==> src/rtl/scr1_tcm_arb_pkg.sv <==
// -----------------------------------------------------------------------------
// scr1_tcm_arb_pkg
// Shared types and helpers for the two-requester TCM arbiter:
//   - command, access width and response encodings
//   - byte-mask, legality, store lane replication and load extraction helpers
// -----------------------------------------------------------------------------
package scr1_tcm_arb_pkg;

    typedef enum logic {
        TCM_CMD_RD = 1'b0,
        TCM_CMD_WR = 1'b1
    } tcm_cmd_e;

    typedef enum logic [1:0] {
        TCM_WIDTH_BYTE = 2'd0,
        TCM_WIDTH_HALF = 2'd1,
        TCM_WIDTH_WORD = 2'd2,
        TCM_WIDTH_RSVD = 2'd3
    } tcm_width_e;

    typedef enum logic [1:0] {
        TCM_RESP_IDLE = 2'd0,
        TCM_RESP_RDY  = 2'd1,
        TCM_RESP_ERR  = 2'd2
    } tcm_resp_e;

    // Unshifted byte-enable pattern for an access size.
    function automatic logic [3:0] tcm_byte_mask(input logic [1:0] width);
        logic [3:0] mask;
        case (width)
            TCM_WIDTH_BYTE: mask = 4'b0001;
            TCM_WIDTH_HALF: mask = 4'b0011;
            TCM_WIDTH_WORD: mask = 4'b1111;
            default:        mask = 4'b0000;
        endcase
        return mask;
    endfunction

    // Natural alignment check; the reserved size is never legal.
    function automatic logic tcm_access_legal(input logic [1:0] width, input logic [1:0] off);
        logic ok;
        case (width)
            TCM_WIDTH_BYTE: ok = 1'b1;
            TCM_WIDTH_HALF: ok = (off[0] == 1'b0);
            TCM_WIDTH_WORD: ok = (off == 2'b00);
            default:        ok = 1'b0;
        endcase
        return ok;
    endfunction

    // Copy LSB-aligned store data into every lane so the byte enables pick the right one.
    function automatic logic [31:0] tcm_lane_replicate(input logic [1:0] width, input logic [31:0] wdata);
        logic [31:0] data;
        case (width)
            TCM_WIDTH_BYTE: data = {4{wdata[7:0]}};
            TCM_WIDTH_HALF: data = {2{wdata[15:0]}};
            default:        data = wdata;
        endcase
        return data;
    endfunction

    // Bring the addressed bytes down to bit 0 and zero-extend by size.
    function automatic logic [31:0] tcm_load_extract(input logic [31:0] qb, input logic [1:0] off,
                                                     input logic [1:0] width);
        logic [31:0] sh;
        logic [31:0] data;
        sh = qb >> {off, 3'b000};
        case (width)
            TCM_WIDTH_BYTE: data = {24'h0, sh[7:0]};
            TCM_WIDTH_HALF: data = {16'h0, sh[15:0]};
            default:        data = sh;
        endcase
        return data;
    endfunction

endpackage

==> src/rtl/scr1_tcm_arb_if.sv <==
// -----------------------------------------------------------------------------
// scr1_tcm_arb_if
// Bundles the two requester ports and the memory port B of the TCM arbiter.
//   Requester side : req, req_cmd, req_width, req_addr, req_wdata (to arbiter)
//                    req_ack, req_rdata, req_resp (from arbiter)
//   Memory side    : renb, wenb, webb, addrb, datab (from arbiter), qb (to arbiter)
// Modports: slave  = arbiter view, master = requesters/memory view.
// -----------------------------------------------------------------------------
interface scr1_tcm_arb_if #(
    parameter int AW = 16
);
    logic [1:0]           req;
    logic [1:0]           req_ack;
    logic [1:0]           req_cmd;
    logic [1:0][1:0]      req_width;
    logic [1:0][AW-1:0]   req_addr;
    logic [1:0][31:0]     req_wdata;
    logic [1:0][31:0]     req_rdata;
    logic [1:0][1:0]      req_resp;

    logic                 renb;
    logic                 wenb;
    logic [3:0]           webb;
    logic [AW-1:0]        addrb;
    logic [31:0]          datab;
    logic [31:0]          qb;

    modport slave (
        input  req, req_cmd, req_width, req_addr, req_wdata, qb,
        output req_ack, req_rdata, req_resp, renb, wenb, webb, addrb, datab
    );

    modport master (
        output req, req_cmd, req_width, req_addr, req_wdata, qb,
        input  req_ack, req_rdata, req_resp, renb, wenb, webb, addrb, datab
    );
endinterface

==> src/rtl/scr1_tcm_arb_rr.sv <==
// -----------------------------------------------------------------------------
// scr1_tcm_arb_rr
// Two-way round-robin picker.
//   i_req  [1:0] : active requests
//   i_last       : requester served by the most recent accepted request
//   o_gnt  [1:0] : one-hot grant (zero when nothing requests)
// -----------------------------------------------------------------------------
module scr1_tcm_arb_rr
    import scr1_tcm_arb_pkg::*;
(
    input  logic [1:0] i_req,
    input  logic       i_last,
    output logic [1:0] o_gnt
);
    always_comb begin
        o_gnt = 2'b00;
        case (i_req)
            2'b01:   o_gnt = 2'b01;
            2'b10:   o_gnt = 2'b10;
            // Contention: hand the slot to whoever was not served last.
            2'b11:   o_gnt = i_last ? 2'b01 : 2'b10;
            default: o_gnt = 2'b00;
        endcase
    end
endmodule

==> src/rtl/scr1_tcm_arb.sv <==
// -----------------------------------------------------------------------------
// scr1_tcm_arb
// Arbitrates the core LSU (requester 0) and DMA/debug (requester 1) onto port B
// of the tightly-coupled memory. One request is accepted per cycle; its
// response (RDY/ERR plus read data) is returned exactly one cycle later.
//   clk, rst_n : clock, asynchronous active-low reset
//   bus        : requester handshake/data and memory port B (slave modport)
// -----------------------------------------------------------------------------
module scr1_tcm_arb
    import scr1_tcm_arb_pkg::*;
#(
    parameter int          SCR1_WIDTH = 32,
    parameter logic [31:0] SCR1_SIZE  = 32'h0001_0000
) (
    input  logic          clk,
    input  logic          rst_n,
    scr1_tcm_arb_if.slave bus
);
    localparam int AW = $clog2(SCR1_SIZE);

    logic                  r_last;
    logic                  r_vld_p1;
    logic                  r_id_p1;
    logic                  r_err_p1;
    logic                  r_cmd_p1;
    logic [1:0]            r_off_p1;
    logic [1:0]            r_width_p1;

    logic [1:0]            w_req_p0;
    logic [1:0]            w_gnt_p0;
    logic                  w_acc_p0;
    logic                  w_id_p0;
    logic                  w_cmd_p0;
    logic                  w_err_p0;
    logic                  w_rd_p0;
    logic                  w_wr_p0;
    logic [1:0]            w_width_p0;
    logic [1:0]            w_off_p0;
    logic [AW-1:0]         w_addr_p0;
    logic [31:0]           w_wdata_p0;
    logic [SCR1_WIDTH-1:0] w_datab_p0;

    // ---- p0: arbitration, decode and memory strobes (acceptance cycle) ----
    // Nothing is accepted while reset is held, so no ack or strobe leaks out.
    assign w_req_p0 = bus.req & {2{rst_n}};

    scr1_tcm_arb_rr u_rr (
        .i_req  (w_req_p0),
        .i_last (r_last),
        .o_gnt  (w_gnt_p0)
    );

    assign bus.req_ack = w_gnt_p0;

    always_comb begin
        w_acc_p0   = |w_gnt_p0;
        w_id_p0    = w_gnt_p0[1];
        w_cmd_p0   = bus.req_cmd[w_id_p0];
        w_width_p0 = bus.req_width[w_id_p0];
        w_addr_p0  = bus.req_addr[w_id_p0];
        w_wdata_p0 = bus.req_wdata[w_id_p0];
        w_off_p0   = w_addr_p0[1:0];
        w_err_p0   = !tcm_access_legal(w_width_p0, w_off_p0);
        w_rd_p0    = w_acc_p0 && !w_err_p0 && (w_cmd_p0 == TCM_CMD_RD);
        w_wr_p0    = w_acc_p0 && !w_err_p0 && (w_cmd_p0 == TCM_CMD_WR);
        w_datab_p0 = tcm_lane_replicate(w_width_p0, w_wdata_p0);
    end

    assign bus.renb  = w_rd_p0;
    assign bus.wenb  = w_wr_p0;
    // Legal accesses never shift mask bits past lane 3, so the 4-bit truncation is safe.
    assign bus.webb  = w_wr_p0 ? (tcm_byte_mask(w_width_p0) << w_off_p0) : 4'b0000;
    assign bus.addrb = w_addr_p0;
    assign bus.datab = w_datab_p0;

    // ---- p1: pending response register ----
    always_ff @(posedge clk or negedge rst_n) begin
        if (!rst_n) begin
            r_last   <= 1'b1;
            r_vld_p1 <= 1'b0;
            r_id_p1  <= 1'b0;
            r_err_p1 <= 1'b0;
            r_cmd_p1 <= 1'b0;
        end else begin
            r_vld_p1 <= w_acc_p0;
            if (w_acc_p0) begin
                r_last   <= w_id_p0;
                r_id_p1  <= w_id_p0;
                r_err_p1 <= w_err_p0;
                r_cmd_p1 <= w_cmd_p0;
            end
        end
    end

    always_ff @(posedge clk) begin
        if (w_acc_p0) begin
            r_off_p1   <= w_off_p0;
            r_width_p1 <= w_width_p0;
        end
    end

    // ---- p1: response and load data back to the accepted requester ----
    // qb carries the word read at the end of the acceptance cycle.
    always_comb begin
        bus.req_resp  = '0;
        bus.req_rdata = '0;
        if (r_vld_p1) begin
            bus.req_resp[r_id_p1] = r_err_p1 ? TCM_RESP_ERR : TCM_RESP_RDY;
            if (!r_err_p1 && (r_cmd_p1 == TCM_CMD_RD)) begin
                bus.req_rdata[r_id_p1] = tcm_load_extract(bus.qb, r_off_p1, r_width_p1);
            end
        end
    end

endmodule

==> src/flat_wrapper.sv <==
// flat-port wrapper written by rule: the top's interface ports become plain ports
module scr1_tcm_arb_flat import scr1_tcm_arb_pkg::*;
#(
    parameter int          SCR1_WIDTH = 32,
    parameter logic [31:0] SCR1_SIZE  = 32'h0001_0000
)
  (clk, rst_n, bus_req, bus_req_cmd, bus_req_width, bus_req_addr, bus_req_wdata, bus_qb, bus_req_ack, bus_req_rdata, bus_req_resp, bus_renb, bus_wenb, bus_webb, bus_addrb, bus_datab);
  scr1_tcm_arb_if #(.AW((16))) bus_i ();
  input  logic clk;
  input  logic rst_n;
  input wire logic [$bits(bus_i.req)-1:0] bus_req;
  input wire logic [$bits(bus_i.req_cmd)-1:0] bus_req_cmd;
  input wire logic [$bits(bus_i.req_width)-1:0] bus_req_width;
  input wire logic [$bits(bus_i.req_addr)-1:0] bus_req_addr;
  input wire logic [$bits(bus_i.req_wdata)-1:0] bus_req_wdata;
  input wire logic [$bits(bus_i.qb)-1:0] bus_qb;
  output wire logic [$bits(bus_i.req_ack)-1:0] bus_req_ack;
  output wire logic [$bits(bus_i.req_rdata)-1:0] bus_req_rdata;
  output wire logic [$bits(bus_i.req_resp)-1:0] bus_req_resp;
  output wire logic [$bits(bus_i.renb)-1:0] bus_renb;
  output wire logic [$bits(bus_i.wenb)-1:0] bus_wenb;
  output wire logic [$bits(bus_i.webb)-1:0] bus_webb;
  output wire logic [$bits(bus_i.addrb)-1:0] bus_addrb;
  output wire logic [$bits(bus_i.datab)-1:0] bus_datab;
  assign bus_i.req = bus_req;
  assign bus_i.req_cmd = bus_req_cmd;
  assign bus_i.req_width = bus_req_width;
  assign bus_i.req_addr = bus_req_addr;
  assign bus_i.req_wdata = bus_req_wdata;
  assign bus_i.qb = bus_qb;
  assign bus_req_ack = bus_i.req_ack;
  assign bus_req_rdata = bus_i.req_rdata;
  assign bus_req_resp = bus_i.req_resp;
  assign bus_renb = bus_i.renb;
  assign bus_wenb = bus_i.wenb;
  assign bus_webb = bus_i.webb;
  assign bus_addrb = bus_i.addrb;
  assign bus_datab = bus_i.datab;
  scr1_tcm_arb #(.SCR1_WIDTH(SCR1_WIDTH), .SCR1_SIZE(SCR1_SIZE)) u_core (.clk(clk), .rst_n(rst_n), .bus(bus_i));
endmodule
==> config.mk <==
export PLATFORM = sky130hd
export DESIGN_NAME = scr1_tcm_arb_flat
export DESIGN_NICKNAME = d
export VERILOG_FILES = /design/src/rtl/scr1_tcm_arb_pkg.sv /design/src/rtl/scr1_tcm_arb_if.sv /design/src/rtl/scr1_tcm_arb_rr.sv /design/src/rtl/scr1_tcm_arb.sv /design/src/flat_wrapper.sv
export SDC_FILE = /design/constraint.sdc
export NUM_CORES = 1
export LEC_CHECK = 0
export BUFFER_PORTS_ARGS = -buffer_cell sky130_fd_sc_hd__buf_2
export CAP_MARGIN = 5
export CORE_MARGIN = 4
export CORE_UTILIZATION = 25
export DETAILED_ROUTE_END_ITERATION = 16
export PLACE_DENSITY = 0.65
export SYNTH_ARGS = -nofsm -noshare
export SYNTH_HDL_FRONTEND = slang
export SYNTH_SLANG_ARGS = --single-unit
export TNS_END_PERCENT = 50
==> constraint.sdc <==
create_clock -name clk -period 7.2 [get_ports clk]
set_clock_uncertainty 0.15 [all_clocks]
set_input_delay 1.08 -clock clk [delete_from_list [all_inputs] [get_ports clk]]
set_output_delay 1.08 -clock clk [all_outputs]
set_load 0.01 [all_outputs]
==> metrics.md, run 1 <==
| Metric | Value |
|---|---|
| Ys async rst share | `55.6%` |
| P_leak | `roughly 2.3 nW` |
| Post-CTS resize count | `0` |
| Reg2reg start | `u_core.r_last` |
| Yosys cell types | `47` |
| Setup Crit Path Kind | `input pin to output pin` |
| Register clock-pin slew on the reported worst setup and hold paths | `around 0.04 ns` |
| Final-report setup violation count | `0` |
| Mapped cell area | `roughly 2400 µm²` |
| Number of port buffers | `about 260` |
| Syn nets | `505` |
| CTS tree | `yes` |
| Number of global-route vias before repair | `roughly 3500` |
| Relative slew slack | `22.0%` |
| Largest stage delay, worst path | `0.50 ns` |
| Worst R2R End | `u_core.r_err_p1` |
| Hpwl dp | `10900 µm` |
| Initial antenna violation count | `3` |
| Std cell rows | `35` |
| Layout fillers | `about 1000` |
| Sequential element share of the synthesized area | `between 10 and 15%` |
| Crit path cell chain | `buf_2 -> and2_4 -> nand2_8 -> mux2i_1 -> inv_1 -> ha_1 -> inv_1 -> o2111ai_1 -> a41oi_1 -> or4_4 -> nor3b_2 -> buf_2` |
| Starting DRC count in detailed routing | `140` |
| Total CTS buffers | `3` |
| VDD IR max | `0.0000476 V` |
| Flop-to-flop setup slack | `approximately 4.1 ns` |
| Min-Delay Path Class | `flop to flop` |
| Final WL | `around 12000 µm` |
| Tcrit/Tclk final | `around 71%` |
| DR WL/cell | `16.9 µm` |
| Primary FF master, synth | `edfxtp_1` |
| # clock sinks | `9` |
| Layout Nets | `746` |
| Die Width | `between 100 and 150 µm` |
| Vias per inst | `4.76` |
| Crit path launch type | `input pin` |
| DR vias | `between 3000 and 4000` |
| Worst-path fanout max | `52` |
| PD cells | `around 100 nW/µm²` |
| Slew Viols, Final | `0` |
| I/O pin total | `262` |
| Flops & latches, synth | `9` |
| H-tree level count | `1` |
| Final Critical Period | `between 5 and 6 ns` |
| Clk buf depth | `2` |
| Critical path endpoint category | `output pin` |
| Unrepaired setup endpoints after global routing | `false` |
| GRT Util Overall | `20.0%` |
| DIE HEIGHT | `~110 µm` |
| Syn Area/Cell | `about 6.6 µm²` |
| Global-route wire length before repair | `around 18000 µm` |
| Die area | `roughly 11000 µm²` |
| Core area | `between 9000 and 10000 µm²` |
| Final ANT Viol Nets | `0` |
| Max Cap Viol | `0` |
| Clock Tree Root | `clkbuf_8` |
| Clk Latency, worst-skew pair | `approximately 0.23 ns` |
| Initial Utilization | `25.8%` |
| Post-CTS Setup Inserts | `0` |
| Placer congestion estimate | `between 0.8 and 0.9` |
| Post-Layout Cell Count | `about 740` |
| Drt first pass iters | `5` |
| Worst Max-Slew Pin Slew | `between 1 and 1.5 ns` |
| Largest net degree at the start of global routing | `53` |
| CP required | `just under 6 ns` |
| DRC viols | `0` |
| Cells on worst reg2reg path | `9` |
| YS warnings | `0` |
| Cells after DPL | `around 730` |
| Fmax | `~0.20 GHz` |
| Setup TNS | `0 ns` |
| Status | `complete, no violations` |
| Arrival @ worst endpoint | `between 3 and 4 ns` |
| Post-Synthesis Cells | `363` |
| Final Hold Vio Count | `0` |
| Total grt overflow | `0` |
| EDFF count, synth | `4` |
| Worst hold path depth | `1` |
| CP Launch Point | `rst_n` |
| Slowest CP cell | `or4_4` |
| End of the critical path | `bus_webb[1]` |
| Layout cells sized above 1 | `between 50 and 60%` |
| Layout area overhead | `57.5%` |
| CTS hold repair buffers | `0` |
==> per-layer routing <==
layer | track usage [%] | share of wire [%] | vias up
li1 | - | - | 1710
met1 | 17.0 | 32 | 1574
met2 | 42.3 | 57 | 197
met3 | 4.92 | 8.8 | 18
met4 | 8.70 | 2.3 | 0
met5 | 0 | 0 | -
==> layout make-up <==
class,instances,area (µm²),area share [%]
Multi-Input combinational cell,316,1980,52.1
Timing Repair Buffer,261,1310,34.5
Sequential cell,9,246,6.50
Tap cell,129,161,4.26
Inverter,13,48.8,1.29
Clock buffer,4,45.0,1.19
Antenna cell,3,7.51,0.198
==> stage by stage <==
stage          util (%)  instance area, µm²  hold WS [ns]  setup slack [ns]  total power [mW]
3_5_place_dp       40.1                3740         0.352              2.07             0.336
4_1_cts            40.6                3780         0.363              2.06             0.394
2_1_floorplan         -                2410         0.324              2.52             0.222
5_1_grt            40.6                3790         0.374              1.82             0.421
3_3_place_gp       40.1                3740         0.349              2.19             0.333
6_report           40.6                3790         0.356              2.08             0.390
==> critical path: cells and delay by family <==
kind,cells,cell delay [ns]
AOI/OAI and AO/OA,2,0.32
adders and majority gates,1,0.44
and+or+nand+nor,4,1.16
buffers and inverters,4,0.62
muxes,1,0.24
==> where the power goes <==
part	total, mW	switching (mW)	leakage, nW	internal (mW)
Sequential	0.0726	0.0113	0.0951	0.0613
Clock	0.0563	0.0179	0.0228	0.0384
Combinational	0.261	0.145	2.17	0.117
==> registers in the layout (all words and copies together), names as in the netlist <==
signal,cells
u_core.r_off_p1,2
u_core.r_width_p1,2
u_core.r_vld_p1,1
u_core.r_last,1
u_core.r_cmd_p1,1
u_core.r_err_p1,1
u_core.r_id_p1,1
==> cell families (layout without fill, tap and decap cells) <==
family	after synthesis	count (layout)	share of synthesized area, %
AND/OR/NAND/NOR	194	194	36.3
AO/OA/AOI/OAI	64	64	18.5
multiplexers	54	54	25.2
buffers and inverters	38	278	7.69
flip-flops	9	9	10.2
adder cells (fa/ha/maj)	4	4	2.08
other	0	3	0
==> cells in the final DEF, fill, tap and decap left out, types with 4 or more instances in the layout <==
master    netlist  final
buf_2           6    261
nand2_1        91     91
nor2_1         63     63
mux2i_1        28     28
o21ai_0        28     28
mux2_2         17     17
and2_1         16     16
inv_1          11     11
mux2_4          9      9
a31oi_1         8      8
a22oi_2         5      5
a21bo_1         5      5
or3_1           4      4
ha_1            4      4
dfrtp_1         4      4
edfxtp_1        4      4
==> synth_stat cells (2+ instances only) <==
library cell / instances / area [µm²]
a21bo_1: 5 / 50.1
a21bo_2: 3 / 30.0
a21oi_1: 2 / 10.0
a22oi_1: 3 / 22.5
a22oi_2: 5 / 62.6
a31oi_1: 8 / 50.1
and2_1: 16 / 100
and2_4: 2 / 17.5
buf_1: 4 / 15.0
buf_2: 6 / 30.0
clkbuf_1: 12 / 45.0
dfrtp_1: 4 / 100
edfxtp_1: 4 / 120
ha_1: 4 / 50.1
inv_1: 11 / 41.3
mux2_2: 17 / 191
mux2_4: 9 / 135
mux2i_1: 28 / 280
nand2_1: 91 / 342
nand2b_1: 3 / 18.8
nor2_1: 63 / 236
nor2b_1: 3 / 18.8
nor3_2: 3 / 30.0
o211ai_1: 2 / 15.0
o21ai_0: 28 / 140
or2_2: 3 / 18.8
or3_1: 4 / 25.0
==> worst min-delay path by stage <==
stage	start	endpoint	slack [ns]
CTS	u_core.r_err_p1	u_core.r_err_p1	0.36
global route	u_core.r_err_p1	u_core.r_err_p1	0.37
global placement	u_core.r_err_p1	u_core.r_err_p1	0.35
finish	u_core.r_err_p1	u_core.r_err_p1	0.36
floorplan	u_core.r_cmd_p1	u_core.r_cmd_p1	0.32
detailed placement	u_core.r_err_p1	u_core.r_err_p1	0.35
Power figures use the tool's default switching activity.
==> run 2: changes to the inputs <==
- clock period: 7.2 -> 5 ns (I/O delays scaled with it)
==> run 2 against run 1 <==
  * Critical path depth unchanged
  * Register-to-register slack got worse by 1.9 ns
  * Sequential cell count unchanged
  * First-iteration DRC count increased by 24%
  * Clock power increased by 44%
  * Sequential power increased by 45%
  * Global-route usage decreased by 0.061 points
  * Sequential share of layout area about the same
  * Critical endpoint unchanged
==> metrics.md, run 2 (synthesized netlist as in run 1, its figures left out) <==
| Metric | Value |
|---|---|
| Status | `complete, no violations` |
| Final ANT Viol Nets | `0` |
| Clk Latency, worst-skew pair | `roughly 0.23 ns` |
| Final WL | `around 12000 µm` |
| GRT Util Overall | `between 10% and 20%` |
| Die Width | `around 110 µm` |
| Relative slew slack | `approximately 22%` |
| DR vias | `3443` |
| Hpwl dp | `10700 µm` |
| Placement Cell Area | `approximately 3800 µm²` |
| Initial Utilization | `approximately a quarter` |
| Setup TNS | `0 ns` |
| Total CTS buffers | `3` |
| Core area | `about 9300 µm²` |
| GR Layer Usage met2 | `41.8%` |
| Reg area | `roughly 250 µm²` |
| Post-Layout Cell Count | `between 700 and 800` |
| Vias per inst | `approximately 4.7` |
| DIE HEIGHT | `between 100 and 150 µm` |
| CTS hold repair buffers | `0` |
| M1 GR Usage | `17.7%` |
| Slew Viols, Final | `0` |
| Final Critical Period | `~4 ns` |
| Number of global-route vias before repair | `3451` |
| Die area | `about 11000 µm²` |
| Register clock-pin slew on the reported worst setup and hold paths | `0.04 ns` |
| Worst Max-Slew Pin Slew | `around 1.2 ns` |
| Starting DRC count in detailed routing | `~170` |
| Arrival @ worst endpoint | `3.22 ns` |
| Fmax | `between 0.2 and 0.25 GHz` |
| Layout cells sized above 1 | `about half` |
| CP required | `roughly 4.1 ns` |
| I/O pin total | `262` |
| Min-Delay Path Class | `input pin to asynchronous set/reset pin` |
| Setup Crit Path Kind | `input pin to output pin` |
| Crit path launch type | `input pin` |
| Initial antenna violation count | `2` |
| Final instance area | `between 3000 and 4000 µm²` |
| PD cells | `between 100 and 150 nW/µm²` |
| Cells after DPL | `730` |
| Post-CTS Setup Inserts | `0` |
| Largest net degree at the start of global routing | `51` |
| Layout Nets | `between 700 and 800` |
| Biggest regs | `u_core.r_off_p1 (2), u_core.r_width_p1 (2)` |
| H-tree level count | `1` |
| Tcrit/Tclk final | `between 80% and 90%` |
| Layout fillers | `1018` |
| DRC viols | `0` |
| VDD IR max | `0.0000695 V` |
| CTS tree | `yes` |
| Total grt overflow | `0` |
| GRT busiest layer | `met2` |
| Most common cell after layout, fill and taps aside | `buf_2` |
| Drt first pass iters | `4` |
| Std cell rows | `35` |
| Worst-path fanout max | `10` |
| Critical path endpoint category | `output pin` |
| Clk buf depth | `2` |
| Global-route wire length before repair | `17700 µm` |
| P_leak | `2.29 nW` |
| Leading cell types in the layout, fill and taps excluded | `buf_2, nand2_1, nor2_1, mux2i_1, o21ai_0` |
| Clock Tree Root | `clkbuf_8` |
| Post-CTS resize count | `0` |
| Number of port buffers | `~260` |
| Placer congestion estimate | `~0.90` |
| Final Hold Vio Count | `0` |
| Area of the multi-input gates | `around 2000 µm²` |
| DR WL/cell | `between 15 and 20 µm` |
| GRT met3 Usage | `under 10%` |
| # clock sinks | `9` |
| Final-report setup violation count | `0` |
| Max Cap Viol | `0` |
| Layout area overhead | `58.0%` |
| Unrepaired setup endpoints after global routing | `false` |
## run 2: layout make-up
type	count	share of cell area [%]
multi-input combinational	316	51.9
timing repair buffer	263	34.7
sequential	9	6.48
tap	129	4.24
inverter	13	1.28
clock buffer	4	1.18
antenna	2	0.132
## run 2: path summary, 6_finish.rpt
kind,slack [ns],cells past startpoint,end,start
max,0.88,12,bus_webb[1],rst_n
min,0.20,1,u_core.r_err_p1,rst_n
max reg2reg,2.27,9,u_core.r_err_p1,u_core.r_last
min reg2reg,0.37,1,u_core.r_err_p1,u_core.r_err_p1
max in group asynchronous,4.27,1,u_core.r_last,rst_n
min in group clk,0.37,1,u_core.r_err_p1,u_core.r_err_p1
## run 2: worst max-delay path, stage by stage
cell	delay [ns]
buf_2	0.18
and2_4	0.23
nand2_8	0.06
mux2i_1	0.16
inv_1	0.13
ha_1	0.45
inv_1	0.16
o221ai_1	0.12
a41oi_1	0.17
or4_4	0.50
nor3b_2	0.16
buf_2	0.15
## run 2: power by group
part	internal [mW]	leakage [nW]	switching [mW]	total, mW
Clock	0.0553	0.0228	0.0259	0.0812
Combinational	0.170	2.18	0.208	0.378
Sequential	0.0883	0.0951	0.0167	0.105
Total	0.313	2.29	0.251	0.564
## run 2: per-layer routing
layer	wire [µm]	part of all wire, %
met1	3840	31
met2	7010	57
met3	1080	8.8
met4	316	2.6
met5	0	0
## run 2: per-stage QoR
step / total power [mW] / utilization, % / hold slack (ns) / setup slack, ns
floorplan: 0.320 / - / 0.304 / 0.983
global placement: 0.480 / 40.2 / 0.355 / 0.995
detailed placement: 0.485 / 40.2 / 0.382 / 0.874
CTS: 0.569 / 40.7 / 0.199 / 0.869
global route: 0.608 / 40.8 / 0.206 / 0.650
finish: 0.564 / 40.8 / 0.200 / 0.882
